--- src/rtl/split_word_store_if.sv ---
// Store request and word-RAM port bundle for split_word_store.
// The master side is the pipeline plus the data RAM; the slave side is the store unit.
interface split_word_store_if #(
    parameter int ADDR_WIDTH = 32
);
    logic                  req_valid;
    logic                  req_ready;
    logic [1:0]            store_type;
    logic [ADDR_WIDTH-1:0] addr;
    logic [31:0]           store_data;
    logic [ADDR_WIDTH-1:0] mem_addr;
    logic                  mem_re;
    logic [31:0]           mem_rdata;
    logic                  mem_we;
    logic [31:0]           mem_wdata;
    logic                  done;
    logic                  store_err;

    modport master (
        output req_valid, store_type, addr, store_data, mem_rdata,
        input  req_ready, mem_addr, mem_re, mem_we, mem_wdata, done, store_err
    );

    modport slave (
        input  req_valid, store_type, addr, store_data, mem_rdata,
        output req_ready, mem_addr, mem_re, mem_we, mem_wdata, done, store_err
    );
endinterface

--- src/rtl/split_word_store.sv ---
// SB/SH/SW store unit for a word-wide RAM without byte enables.
// Sub-word stores read-modify-write; misaligned or illegal requests report an error.
module split_word_store #(
    parameter int         ADDR_WIDTH = 32,
    parameter logic [1:0] STORE_SB   = 2'd0,
    parameter logic [1:0] STORE_SH   = 2'd1,
    parameter logic [1:0] STORE_SW   = 2'd2
) (
    input logic               clk,
    input logic               rst_n,
    split_word_store_if.slave bus
);
    typedef enum logic [2:0] {IDLE, READ, MERGE, WRITE, ERR} state_t;

    state_t                state;
    logic [1:0]            type_q;
    logic [1:0]            offs_q;
    logic [31:0]           data_q;
    logic                  ready_q;
    logic                  re_q;
    logic                  we_q;
    logic                  done_q;
    logic                  err_q;
    logic [ADDR_WIDTH-1:0] maddr_q;
    logic [31:0]           wdata_q;  // doubles as the merge register

    function automatic logic is_bad(input logic [1:0] t, input logic [1:0] off);
        return (t == STORE_SH && off[0]) ||
               (t == STORE_SW && off != 2'b00) ||
               (t != STORE_SB && t != STORE_SH && t != STORE_SW);
    endfunction

    function automatic logic [31:0] merge_lane(input logic [1:0]  t,
                                               input logic [1:0]  off,
                                               input logic [31:0] old,
                                               input logic [31:0] src);
        logic [31:0] r;
        r = old;
        if (t == STORE_SB) begin
            case (off)
                2'd0:    r[7:0]   = src[7:0];
                2'd1:    r[15:8]  = src[7:0];
                2'd2:    r[23:16] = src[7:0];
                default: r[31:24] = src[7:0];
            endcase
        end else if (off[1]) begin
            r[31:16] = src[15:0];
        end else begin
            r[15:0] = src[15:0];
        end
        return r;
    endfunction

    always_ff @(posedge clk or negedge rst_n) begin
        if (!rst_n) begin
            state   <= IDLE;
            type_q  <= 2'd0;
            offs_q  <= 2'd0;
            data_q  <= 32'd0;
            ready_q <= 1'b1;
            re_q    <= 1'b0;
            we_q    <= 1'b0;
            done_q  <= 1'b0;
            err_q   <= 1'b0;
            maddr_q <= '0;
            wdata_q <= 32'd0;
        end else begin
            case (state)
                IDLE: begin
                    if (bus.req_valid) begin
                        type_q  <= bus.store_type;
                        offs_q  <= bus.addr[1:0];
                        data_q  <= bus.store_data;
                        ready_q <= 1'b0;
                        if (is_bad(bus.store_type, bus.addr[1:0])) begin
                            state  <= ERR;
                            done_q <= 1'b1;
                            err_q  <= 1'b1;
                        end else if (bus.store_type == STORE_SW) begin
                            state   <= WRITE;
                            we_q    <= 1'b1;
                            done_q  <= 1'b1;
                            maddr_q <= {bus.addr[ADDR_WIDTH-1:2], 2'b00};
                            wdata_q <= bus.store_data;
                        end else begin
                            state   <= READ;
                            re_q    <= 1'b1;
                            maddr_q <= {bus.addr[ADDR_WIDTH-1:2], 2'b00};
                        end
                    end
                end
                READ: begin
                    re_q  <= 1'b0;
                    state <= MERGE;
                end
                // RAM data for the read issued in READ is valid during this cycle.
                MERGE: begin
                    wdata_q <= merge_lane(type_q, offs_q, bus.mem_rdata, data_q);
                    we_q    <= 1'b1;
                    done_q  <= 1'b1;
                    state   <= WRITE;
                end
                WRITE: begin
                    we_q    <= 1'b0;
                    done_q  <= 1'b0;
                    ready_q <= 1'b1;
                    state   <= IDLE;
                end
                ERR: begin
                    done_q  <= 1'b0;
                    err_q   <= 1'b0;
                    ready_q <= 1'b1;
                    state   <= IDLE;
                end
                default: begin
                    re_q    <= 1'b0;
                    we_q    <= 1'b0;
                    done_q  <= 1'b0;
                    err_q   <= 1'b0;
                    ready_q <= 1'b1;
                    state   <= IDLE;
                end
            endcase
        end
    end

    assign bus.req_ready = ready_q;
    assign bus.mem_re    = re_q;
    assign bus.mem_we    = we_q;
    assign bus.mem_addr  = maddr_q;
    assign bus.mem_wdata = wdata_q;
    assign bus.done      = done_q;
    assign bus.store_err = err_q;
endmodule

--- src/flat_wrapper.sv ---
// flat-port wrapper written by rule: the top's interface ports become plain ports
module split_word_store_flat 
#(
    parameter int         ADDR_WIDTH = 32,
    parameter logic [1:0] STORE_SB   = 2'd0,
    parameter logic [1:0] STORE_SH   = 2'd1,
    parameter logic [1:0] STORE_SW   = 2'd2
)
  (clk, rst_n, bus_req_valid, bus_store_type, bus_addr, bus_store_data, bus_mem_rdata, bus_req_ready, bus_mem_addr, bus_mem_re, bus_mem_we, bus_mem_wdata, bus_done, bus_store_err);
  split_word_store_if #(.ADDR_WIDTH(ADDR_WIDTH)) bus_i ();
  input logic clk;
  input logic rst_n;
  input wire logic [$bits(bus_i.req_valid)-1:0] bus_req_valid;
  input wire logic [$bits(bus_i.store_type)-1:0] bus_store_type;
  input wire logic [$bits(bus_i.addr)-1:0] bus_addr;
  input wire logic [$bits(bus_i.store_data)-1:0] bus_store_data;
  input wire logic [$bits(bus_i.mem_rdata)-1:0] bus_mem_rdata;
  output wire logic [$bits(bus_i.req_ready)-1:0] bus_req_ready;
  output wire logic [$bits(bus_i.mem_addr)-1:0] bus_mem_addr;
  output wire logic [$bits(bus_i.mem_re)-1:0] bus_mem_re;
  output wire logic [$bits(bus_i.mem_we)-1:0] bus_mem_we;
  output wire logic [$bits(bus_i.mem_wdata)-1:0] bus_mem_wdata;
  output wire logic [$bits(bus_i.done)-1:0] bus_done;
  output wire logic [$bits(bus_i.store_err)-1:0] bus_store_err;
  assign bus_i.req_valid = bus_req_valid;
  assign bus_i.store_type = bus_store_type;
  assign bus_i.addr = bus_addr;
  assign bus_i.store_data = bus_store_data;
  assign bus_i.mem_rdata = bus_mem_rdata;
  assign bus_req_ready = bus_i.req_ready;
  assign bus_mem_addr = bus_i.mem_addr;
  assign bus_mem_re = bus_i.mem_re;
  assign bus_mem_we = bus_i.mem_we;
  assign bus_mem_wdata = bus_i.mem_wdata;
  assign bus_done = bus_i.done;
  assign bus_store_err = bus_i.store_err;
  split_word_store #(.ADDR_WIDTH(ADDR_WIDTH), .STORE_SB(STORE_SB), .STORE_SH(STORE_SH), .STORE_SW(STORE_SW)) u_core (.clk(clk), .rst_n(rst_n), .bus(bus_i));
endmodule
--- config.mk ---
export PLATFORM = sky130hd
export DESIGN_NAME = split_word_store_flat
export DESIGN_NICKNAME = d
export VERILOG_FILES = /design/src/rtl/split_word_store_if.sv /design/src/rtl/split_word_store.sv /design/src/flat_wrapper.sv
export SDC_FILE = /design/constraint.sdc
export NUM_CORES = 1
export LEC_CHECK = 0
export CORE_MARGIN = 2
export CORE_UTILIZATION = 30
export CTS_BUF_LIST = sky130_fd_sc_hd__clkbuf_4 sky130_fd_sc_hd__clkbuf_8
export DETAILED_ROUTE_END_ITERATION = 6
export GPL_TIMING_DRIVEN = 0
export PLACE_DENSITY = 0.57
export SLEW_MARGIN = 20
export SYNTH_ARGS = -nofsm -noshare
export SYNTH_HDL_FRONTEND = slang
export SYNTH_SLANG_ARGS = --single-unit
--- constraint.sdc ---
create_clock -name clk -period 3.53 [get_ports clk]
set_input_delay 0.706 -clock clk [delete_from_list [all_inputs] [get_ports clk]]
set_output_delay 0.706 -clock clk [all_outputs]
set_load 0.01 [all_outputs]
Yosys cells after proc, flatten, opt, wreduce, memory -nomap -nowiden
Cells that the tools add are included.
- bits in registers: 90
- bits of input ports: 101
- output and inout port bits: 69
- eq/ne operators: 16
- mux-type cells: 31
- bitwise operators: 6
- reduce and logical (&&, ||, !) cells: 25
- operator list (cell ; number):
    32-bit two-way mux ; 4
    32-bit one-hot mux with 2 select lines ; 1
    16-bit two-way mux ; 2
    8-bit two-way mux ; 4
    4-bit AND reduction ; 3
    1-bit two-way mux ; 11
    3-bit one-hot mux with 3 select lines ; 1
    3-bit AND reduction ; 3
    3-bit OR reduction ; 3
    2-bit inequality test (second input constant) ; 4
    3-bit by 2-bit == test with 1-bit output (second input constant) ; 2
    3-bit two-way mux ; 2
    2-bit by 1-bit inequality test with 1-bit output (second input constant) ; 3
    1-bit NOT ; 6
    1-bit one-hot mux with 2 select lines ; 3
    1-bit one-hot mux with 3 select lines ; 2
    2-bit nonzero test ; 3
    2-bit by 1-bit == test with 1-bit output (second input constant) ; 2
    2-bit == test (second input constant) ; 2
    1-bit logical AND ; 4
    2-bit logical NOT ; 2
    2-bit AND reduction ; 2
    2-bit OR reduction ; 2
    3-bit by 1-bit == test with 1-bit output (second input constant) ; 1
    5 further kinds ; 6

Longest topological paths before layout
Gate-level depths: netlist of the first run.
- depth in word-level cells: 7
- depth in mapped cells: 7

Worst setup path before layout of the first run
Ideal clock, no wire load.
- path kind: input port to flip-flop
- start point: input port bus_req_valid
- end point: register u_core.maddr_q[10], in the netlist u_core.bus.mem_addr[10]
- library setup time: 125 ps
- data arrival time: 1719 ps
- data required time: 3405 ps
- path slack: 1686 ps
- stages: 6
- path through: buf_2 and2_1 buf_4 o21ai_4 buf_6 mux2_4
- cells in the longest elaborated chain, start to end: 1
- RTL lines (what ; RTL line ; RTL):
    from (decl) ; flat_wrapper.sv:13 ; input wire logic [$bits(bus_i.req_valid)-1:0] bus_req_valid;
    3-bit AND reduction (no source line) ; -- ;
    to (signal assigned) ; split_word_store.sv:83 ; maddr_q <= {bus.addr[ADDR_WIDTH-1:2], 2'b00};
    to (signal assigned) ; split_word_store.sv:88 ; maddr_q <= {bus.addr[ADDR_WIDTH-1:2], 2'b00};
    to (decl) ; split_word_store.sv:24 ; logic [ADDR_WIDTH-1:0] maddr_q;
Every way passes these cells.
A chain may end at the register's enable or synchronous reset.

Final worst setup path of the first run
- start point: input port bus_store_type[0]
- end point: register u_core.wdata_q[22], in the netlist u_core.bus.mem_wdata[22]
- cells in the longest elaborated chain, start to end: 6
- RTL lines (what ; RTL line ; RTL):
    from (decl) ; flat_wrapper.sv:14 ; input wire logic [$bits(bus_i.store_type)-1:0] bus_store_type;
    2-bit by 1-bit == test with 1-bit output, or another cell as far along ; split_word_store.sv:28 ; return (t == STORE_SH && off[0]) ||
    1-bit logical AND (on tied branches) ; split_word_store.sv:28, split_word_store.sv:29, split_word_store.sv:30 ;
    1-bit logical OR or 1-bit logical AND (tied branches) ; split_word_store.sv:28, split_word_store.sv:30 ;
    1-bit logical OR ; split_word_store.sv:29 ; (t == STORE_SW && off != 2'b00) ||
    2-bit inequality test (no source line) ; -- ;
    4-bit AND reduction (no source line) * ; -- ;
    to (signal assigned) ; split_word_store.sv:84 ; wdata_q <= bus.store_data;
    to (signal assigned) ; split_word_store.sv:98 ; wdata_q <= merge_lane(type_q, offs_q, bus.mem_rdata, data_q);
    to (decl) ; split_word_store.sv:25 ; logic [31:0] wdata_q;
Mark *: on every way between the ends. The rest lies on a longest branch, timed or not.

==> impl_results.md, run 1 <==
- Outcome: complete, no violations
- Top post-synthesis cells by area: dfrtp_1, mux2_4, mux2i_1
- Rows: 43
- Ys async rst share: 100%
- Syn-to-layout area delta: 49.3%
- Number of antenna violations at the first check in global routing: 0
- FF+latch count, synth: 90
- # port buffers: 166
- Setup Skew: 0.00640 ns
- Design Area, Final: 6350 sq um
- Post-synthesis compound-gate area fraction: 15.5%
- Power per cell area: 840 nW/um^2
- Post-synth EDFFs: 0
- Final Util: 45.8%
- Synth Area in XOR/XNOR: 0%
- Crit Path Class: in -> reg
- RR Startpoint: u_core.state[0]
- Switch share: 35.8%
- Peak VDD IR: 0.352 mV
- Grt total ovfl: 0
- Reg clk slew, reported paths: 0.08 ns
- CTS hold repair buffers: 0
- CP required: 3.76 ns
- Placer Congestion: 0.778
- Pin slew with the least headroom to its limit: 0.561 ns
- Register area share after synthesis: 52.9%
- Sequential power share: 35.4%
- Fillers: 1337
- Combinational Power Share: 52.3%
- WL/cell: 17.3 microns
- First-pass GRT wire length: 18800 microns
- Post-Layout Cell Count: 690
- MaxCap Viol Count: 0
- Ys Warns: 0
- H-tree depth: 3
- Mapped cell area: 4260 sq um
- Diodes inserted: 0
- Final min period: 2.22 ns
- CP max FO: 10
- Capturing point of the worst reg2reg path: u_core.bus.mem_wdata[22]
- Fin. Hold Viols: 0
- Vias in the first global route: 3489
- Vias: 3341
- Syn Area/Cell: 13.1 sq um
- Hpwl dp: 8760 microns
- Yosys cell types: 39
- Period Utilization, post-route: 62.9%
- DR DRC count: 0
- Total track usage: 16.3%
- Dpl cell area: 6180 sq um
- CTS buffer count: 9
- Dominant synthesized flop cell: dfrtp_1
- Die footprint: 15200 sq um
- Hold Crit Class: in -> async
- Pins Over Slew Limit: 0
- Die height: 123 microns
- CP endpoint kind: flop
- Pre-Repair DR Iteration Count: 4
- P_sw: 1.91 mW
- Root buffer cell: clkbuf_8
- WL final: 12000 microns
- Post-Synth Adder-Cell Area: 0%
- Die W: 123 microns
- Achievable Freq: 450 MHz
- Placed Cells: 674
- Vias per std cell: 4.84
- R2R Setup Slk: 1.67 ns
- Simple-Gate Fraction of Synth Area: 4.41%
- Setup-failing EPs final: 0
- I/O pin count: 170
- Rel. slew slack: 62.6%
- Startpoint Class: input port
- Unrepaired setup endpoints after global routing: false
- Clock power share: 12.3%
- Fraction of layout cells with a size suffix above 1: 18.6%
- Yosys top cell area share: 52.3%
- Reg2Reg Depth: 6
- CTS resizes: 0
- 1st-iter DRT viols: 189
- Multiplexer share of the synthesized area: 22.8%
- Cells after Synth: 326
- Hold WS: 0.159 ns
- CTS tree: done
- Routed Antenna Nets: 0
- Initial core utilization: 30.7%
- Core Footprint: 13900 sq um
- Pint: 3.43 mW
- Pin count of the biggest net entering global routing: 77
- Tot Pwr: 5.34 mW
- Post-CTS setup buffers: 0
- Largest family of logic cells by synthesized area: multiplexers
- Final nets: 606
- Critical path data arrival time: 2.46 ns
- Yosys top cell by area: dfrtp_1
- LEAKAGE: 2.79 nW
- Clock sink count: 90
- Clk Latency, worst-skew pair: 0.37 ns
- CTS max path bufs: 2
## registers in the layout, summed over array words and instances (netlist names)
register and cells:
u_core.bus.mem_wdata 32, u_core.bus.mem_addr 30, u_core.data_q 16, u_core.state 3, u_core.offs_q 2, u_core.type_q 2
u_core.bus.done 1, u_core.bus.mem_re 1, u_core.bus.mem_we 1, u_core.bus.req_ready 1, u_core.bus.store_err 1
## metrics by stage
stage	setup TNS, ns	worst slack, ns
2_1_floorplan	0	1.69
3_3_place_gp	-155.61	-1.75
3_5_place_dp	0	0.902
4_1_cts	0	1.30
5_1_grt	0	1.18
6_report	0	1.31
## worst max-delay path by stage
stage	from	to	slack, ns	depth (start not counted)
after floorplan	bus_req_valid	u_core.bus.mem_addr[10]	1.69	6
after global placement	rst_n	u_core.bus.mem_addr[13]	-1.75	1
after detailed placement	bus_store_type[0]	u_core.bus.mem_wdata[19]	0.90	6
after CTS	bus_store_type[0]	u_core.bus.mem_wdata[19]	1.30	6
after global routing	bus_store_type[0]	u_core.bus.mem_wdata[22]	1.18	6
final	bus_store_type[0]	u_core.bus.mem_wdata[22]	1.31	6
## routing by layer
layer | vias to the layer above | global-route usage [%] | share of wire (%)
met3 | 12 | 4.34 | 7.7
met5 | - | 0 | 0
met4 | 0 | 6.39 | 1.7
li1 | 1566 | - | -
met2 | 119 | 24.2 | 44
met1 | 1644 | 22.7 | 47
## placed cells by master (no fill, tap or decap), drive strengths merged, types with 5 or more instances in the layout
cell           Yosys  layout
a22oi             16      16
buf               20      22
clkbuf             5      18
clkdlybuf4s50      0     165
dfrtp             89      89
inv                5       5
mux2              48      48
mux2i             32      32
nand2              6       6
nor2b              8       8
o21ai             54      54
o221ai            16      16
## synthesized netlist by cell type, types with 6 or more instances
cell / count
nand2_1: 6
mux2_2: 19
nor2b_1: 8
o21ai_0: 24
buf_2: 10
o221ai_1: 16
o21ai_1: 28
mux2_4: 29
mux2i_1: 32
a22oi_1: 16
dfrtp_1: 89
## area by class of cell
| cell class | count | area (sq um) | area share [%] |
|---|---|---|---|
| Multi-Input combinational cell | 207 | 1830 | 28.7 |
| Tap cell | 180 | 225 | 3.54 |
| Sequential cell | 90 | 2250 | 35.5 |
| Timing Repair Buffer | 167 | 1690 | 26.6 |
| Clock inverter | 3 | 17.5 | 0.276 |
| Buffer | 25 | 163 | 2.56 |
| Inverter | 5 | 18.8 | 0.295 |
| Clock buffer | 13 | 160 | 2.52 |
## power groups by stage
stage | combinational [mW] | clock, mW | sequential [mW]
after floorplan | 1.39 | 0 | 2.02
after global placement | 2.79 | 0 | 1.90
after detailed placement | 2.82 | 0 | 1.91
after CTS | 2.83 | 0.693 | 1.90
after global routing | 3.05 | 0.737 | 1.96
final | 2.79 | 0.656 | 1.89
## critical path, cell delays in order
cell	delay, ns
clkdlybuf4s50_1	0.48
nor3_4	0.44
a41oi_4	0.26
buf_2	0.27
a22oi_1	0.21
o21ai_1	0.09
## logic make-up after synthesis
family                 Yosys count
AO/OA/AOI/OAI                   98
flip-flops                      90
multiplexers                    80
buffers and inverters           30
AND/OR/NAND/NOR                 27
other                            1
No activity file was read; power rests on OpenSTA's default activity.
==> inputs of run 2 (changes only) <==
Settings changed: PLACE_DENSITY 0.57 to 0.59.
Clock period 3.53 ns to 2 ns, I/O delays scaled along.
==> run 2 against run 1 <==
Net effect:
- combinational power grew 78%
- flip-flop and latch count is the same
- via count is 0.33% lower
- clock-buffer cell count decreased by 1
- power is 78% higher
- largest power group unchanged
==> impl_results.md, run 2 (same netlist as run 1, synthesis figures left out) <==
- Die footprint: 15200 sq um (unchanged)
- LEAKAGE: 2.80 nW (was 2.79 nW)
- Hold Crit Class: reg -> reg (was in -> async)
- Period Utilization, post-route: 93.9%
- RR Startpoint: u_core.state[0] (unchanged)
- Die W: 123 microns (unchanged)
- CP required: 2.23 ns (was 3.76 ns)
- Syn-to-layout area delta: 49.7% (was 49.3%)
- Peak VDD IR: 0.527 mV (was 0.352 mV)
- MaxCap Viol Count: 0 (unchanged)
- Min-Delay Endpoint: u_core.bus.store_err
- Die height: 123 microns (unchanged)
- Commonest non-fill, non-tap cells in the layout: clkdlybuf4s50_1, dfrtp_1, mux2i_1 (unchanged)
- Final min period: 1.88 ns
- Number of antenna violations at the first check in global routing: 0 (unchanged)
- Setup-failing EPs final: 0 (unchanged)
- Post-Layout Cell Count: 691 (was 690)
- Setup Skew: 0.00946 ns (was 0.00640 ns)
- H-tree depth: 3 (unchanged)
- # port buffers: 166 (unchanged)
- Hold wc startpoint: u_core.bus.store_err
- CTS buffer count: 9 (unchanged)
- CP endpoint kind: flop (unchanged)
- Critical path data arrival time: 2.11 ns (was 2.46 ns)
- Crit Path Class: in -> reg (unchanged)
- CTS tree: done (unchanged)
- Pin count of the biggest net entering global routing: 47 (was 77)
- Initial core utilization: 30.7% (unchanged)
- WL/cell: 17.5 microns (was 17.3 microns)
- Startpoint Class: input port (unchanged)
- Worst hold stages: 1
- Outcome: complete, no violations (unchanged)
- Placer Congestion: 0.752 (was 0.778)
- Routed Antenna Nets: 0 (unchanged)
- Placed Cells: 674 (unchanged)
- Pins Over Slew Limit: 0 (unchanged)
- Setup WS post-layout: 0.122 ns (was 1.31 ns)
- Rel. slew slack: 64.0% (was 62.6%)
- Achievable Freq: 532 MHz
- Pin slew with the least headroom to its limit: 0.540 ns (was 0.561 ns)
- Unrepaired setup endpoints after global routing: false (unchanged)
- Hpwl dp: 9040 microns (was 8760 microns)
- Fraction of layout cells with a size suffix above 1: 18.6% (about the same)
- Reg2Reg Depth: 6 (unchanged)
- Largest register FFs: 32 (unchanged)
- Tot Pwr: 9.49 mW (was 5.34 mW)
- Rows: 43 (unchanged)
- Core Footprint: 13900 sq um (unchanged)
- Diodes inserted: 0 (unchanged)
- Grt total ovfl: 0 (unchanged)
- Final nets: 608 (was 606)
- Vias: 3330 (was 3341)
- CTS max path bufs: 2 (unchanged)
- Worst slack, placed: -0.300 ns (was 0.902 ns)
- CP max FO: 10 (unchanged)
- Clk Latency, worst-skew pair: 0.35 ns (was 0.37 ns)
- Setup Total Neg Slack: 0 ns (unchanged)
- 1st-iter DRT viols: 168 (was 189)
- I/O pin count: 170 (unchanged)
- Root buffer cell: clkbuf_8 (unchanged)
- Pre-Repair DR Iteration Count: 4 (unchanged)
- Capturing point of the worst reg2reg path: u_core.bus.mem_wdata[7] (was u_core.bus.mem_wdata[22])
- Fin. Hold Viols: 0 (unchanged)
- Reg clk slew, reported paths: 0.09 ns (was 0.08 ns)
- Total track usage: 16.5% (was 16.3%)
- R2R Setup Slk: 0.20 ns (was 1.67 ns)
- Vias per std cell: 4.82 (was 4.84)
- First-pass GRT wire length: 19100 microns (was 18800 microns)
- WL final: 12100 microns (was 12000 microns)
- Vias in the first global route: 3526 (was 3489)
- DR DRC count: 0 (unchanged)
- Hold WS: 0.492 ns (was 0.159 ns)
- Power per cell area: 1490 nW/um^2 (was 840 nW/um^2)
- Most common cell after layout, fill and taps aside: clkdlybuf4s50_1 (unchanged)
- Clock sink count: 90 (unchanged)
[run 2: cell types whose count changed in the layout (fill, tap and decap cells not counted), sizes merged]
cell / before / now
buf: 22 / 23
clkbuf: 18 / 17
clkinv: 2 / 3
clkinvlp: 1 / 0
dlygate4sd3: 0 / 1
[run 2: timing repair]
action	CTS	global route
setup buffers	0	1
hold buffers	1	0
resized for setup	0	1
endpoints found under the hold margin	45	0
endpoints found under the setup margin	0	9
[run 2: worst max-delay path: stages]
cell and delay, ns:
clkdlybuf4s50_1 0.57, a21oi_1 0.47, o21ai_4 0.17, buf_6 0.19, mux2_4 0.31
[run 2: worst max-delay path by stage]
stage,start,to,slack (ns),cells past startpoint
2_1_floorplan,u_core.state[1],u_core.data_q[0],0.41,6
3_3_place_gp,rst_n,u_core.bus.mem_addr[13],-2.87,1
3_5_place_dp,bus_addr[0],u_core.bus.mem_wdata[7],-0.30,6
4_1_cts,bus_addr[0],u_core.bus.mem_wdata[7],0.09,6
5_1_grt,u_core.state[0],u_core.bus.mem_wdata[17],0.009,6
6_report,bus_store_type[1],u_core.bus.mem_addr[9],0.12,5
[run 2: per-layer routing]
metal / global-route usage [%] / up-vias / wire length (microns)
li1: - / 1571 / -
met1: 23.0 / 1635 / 5580
met2: 25.1 / 113 / 5530
met3: 3.83 / 11 / 814
met4: 5.82 / 0 / 165
met5: 0 / - / 0
[run 2: final cells by class]
| class | instances | area (sq um) |
|---|---|---|
| inverters | 5 | 18.8 |
| fillers | 1323 | 7510 |
| multi-input cells | 207 | 1830 |
| repair buffers | 169 | 1710 |
| clock inverters | 3 | 15.0 |
| flip-flops and latches | 90 | 2250 |
| clock buffers | 12 | 159 |
| well taps | 180 | 225 |
| plain buffers | 25 | 163 |
[run 2: power breakdown]
| group | switching, mW | internal (mW) |
|---|---|---|
| Combinational | 2.19 | 2.78 |
| Sequential | 0.610 | 2.75 |
| Clock | 0.629 | 0.522 |
| Total | 3.43 | 6.06 |
[run 2: through the flow]
stage / util (%) / area, sq um
final: 45.9 / 6370
after global routing: 45.9 / 6370
after CTS: 45.8 / 6360
after detailed placement: 44.5 / 6180
after global placement: 44.3 / 6150
after floorplan: - / 4260
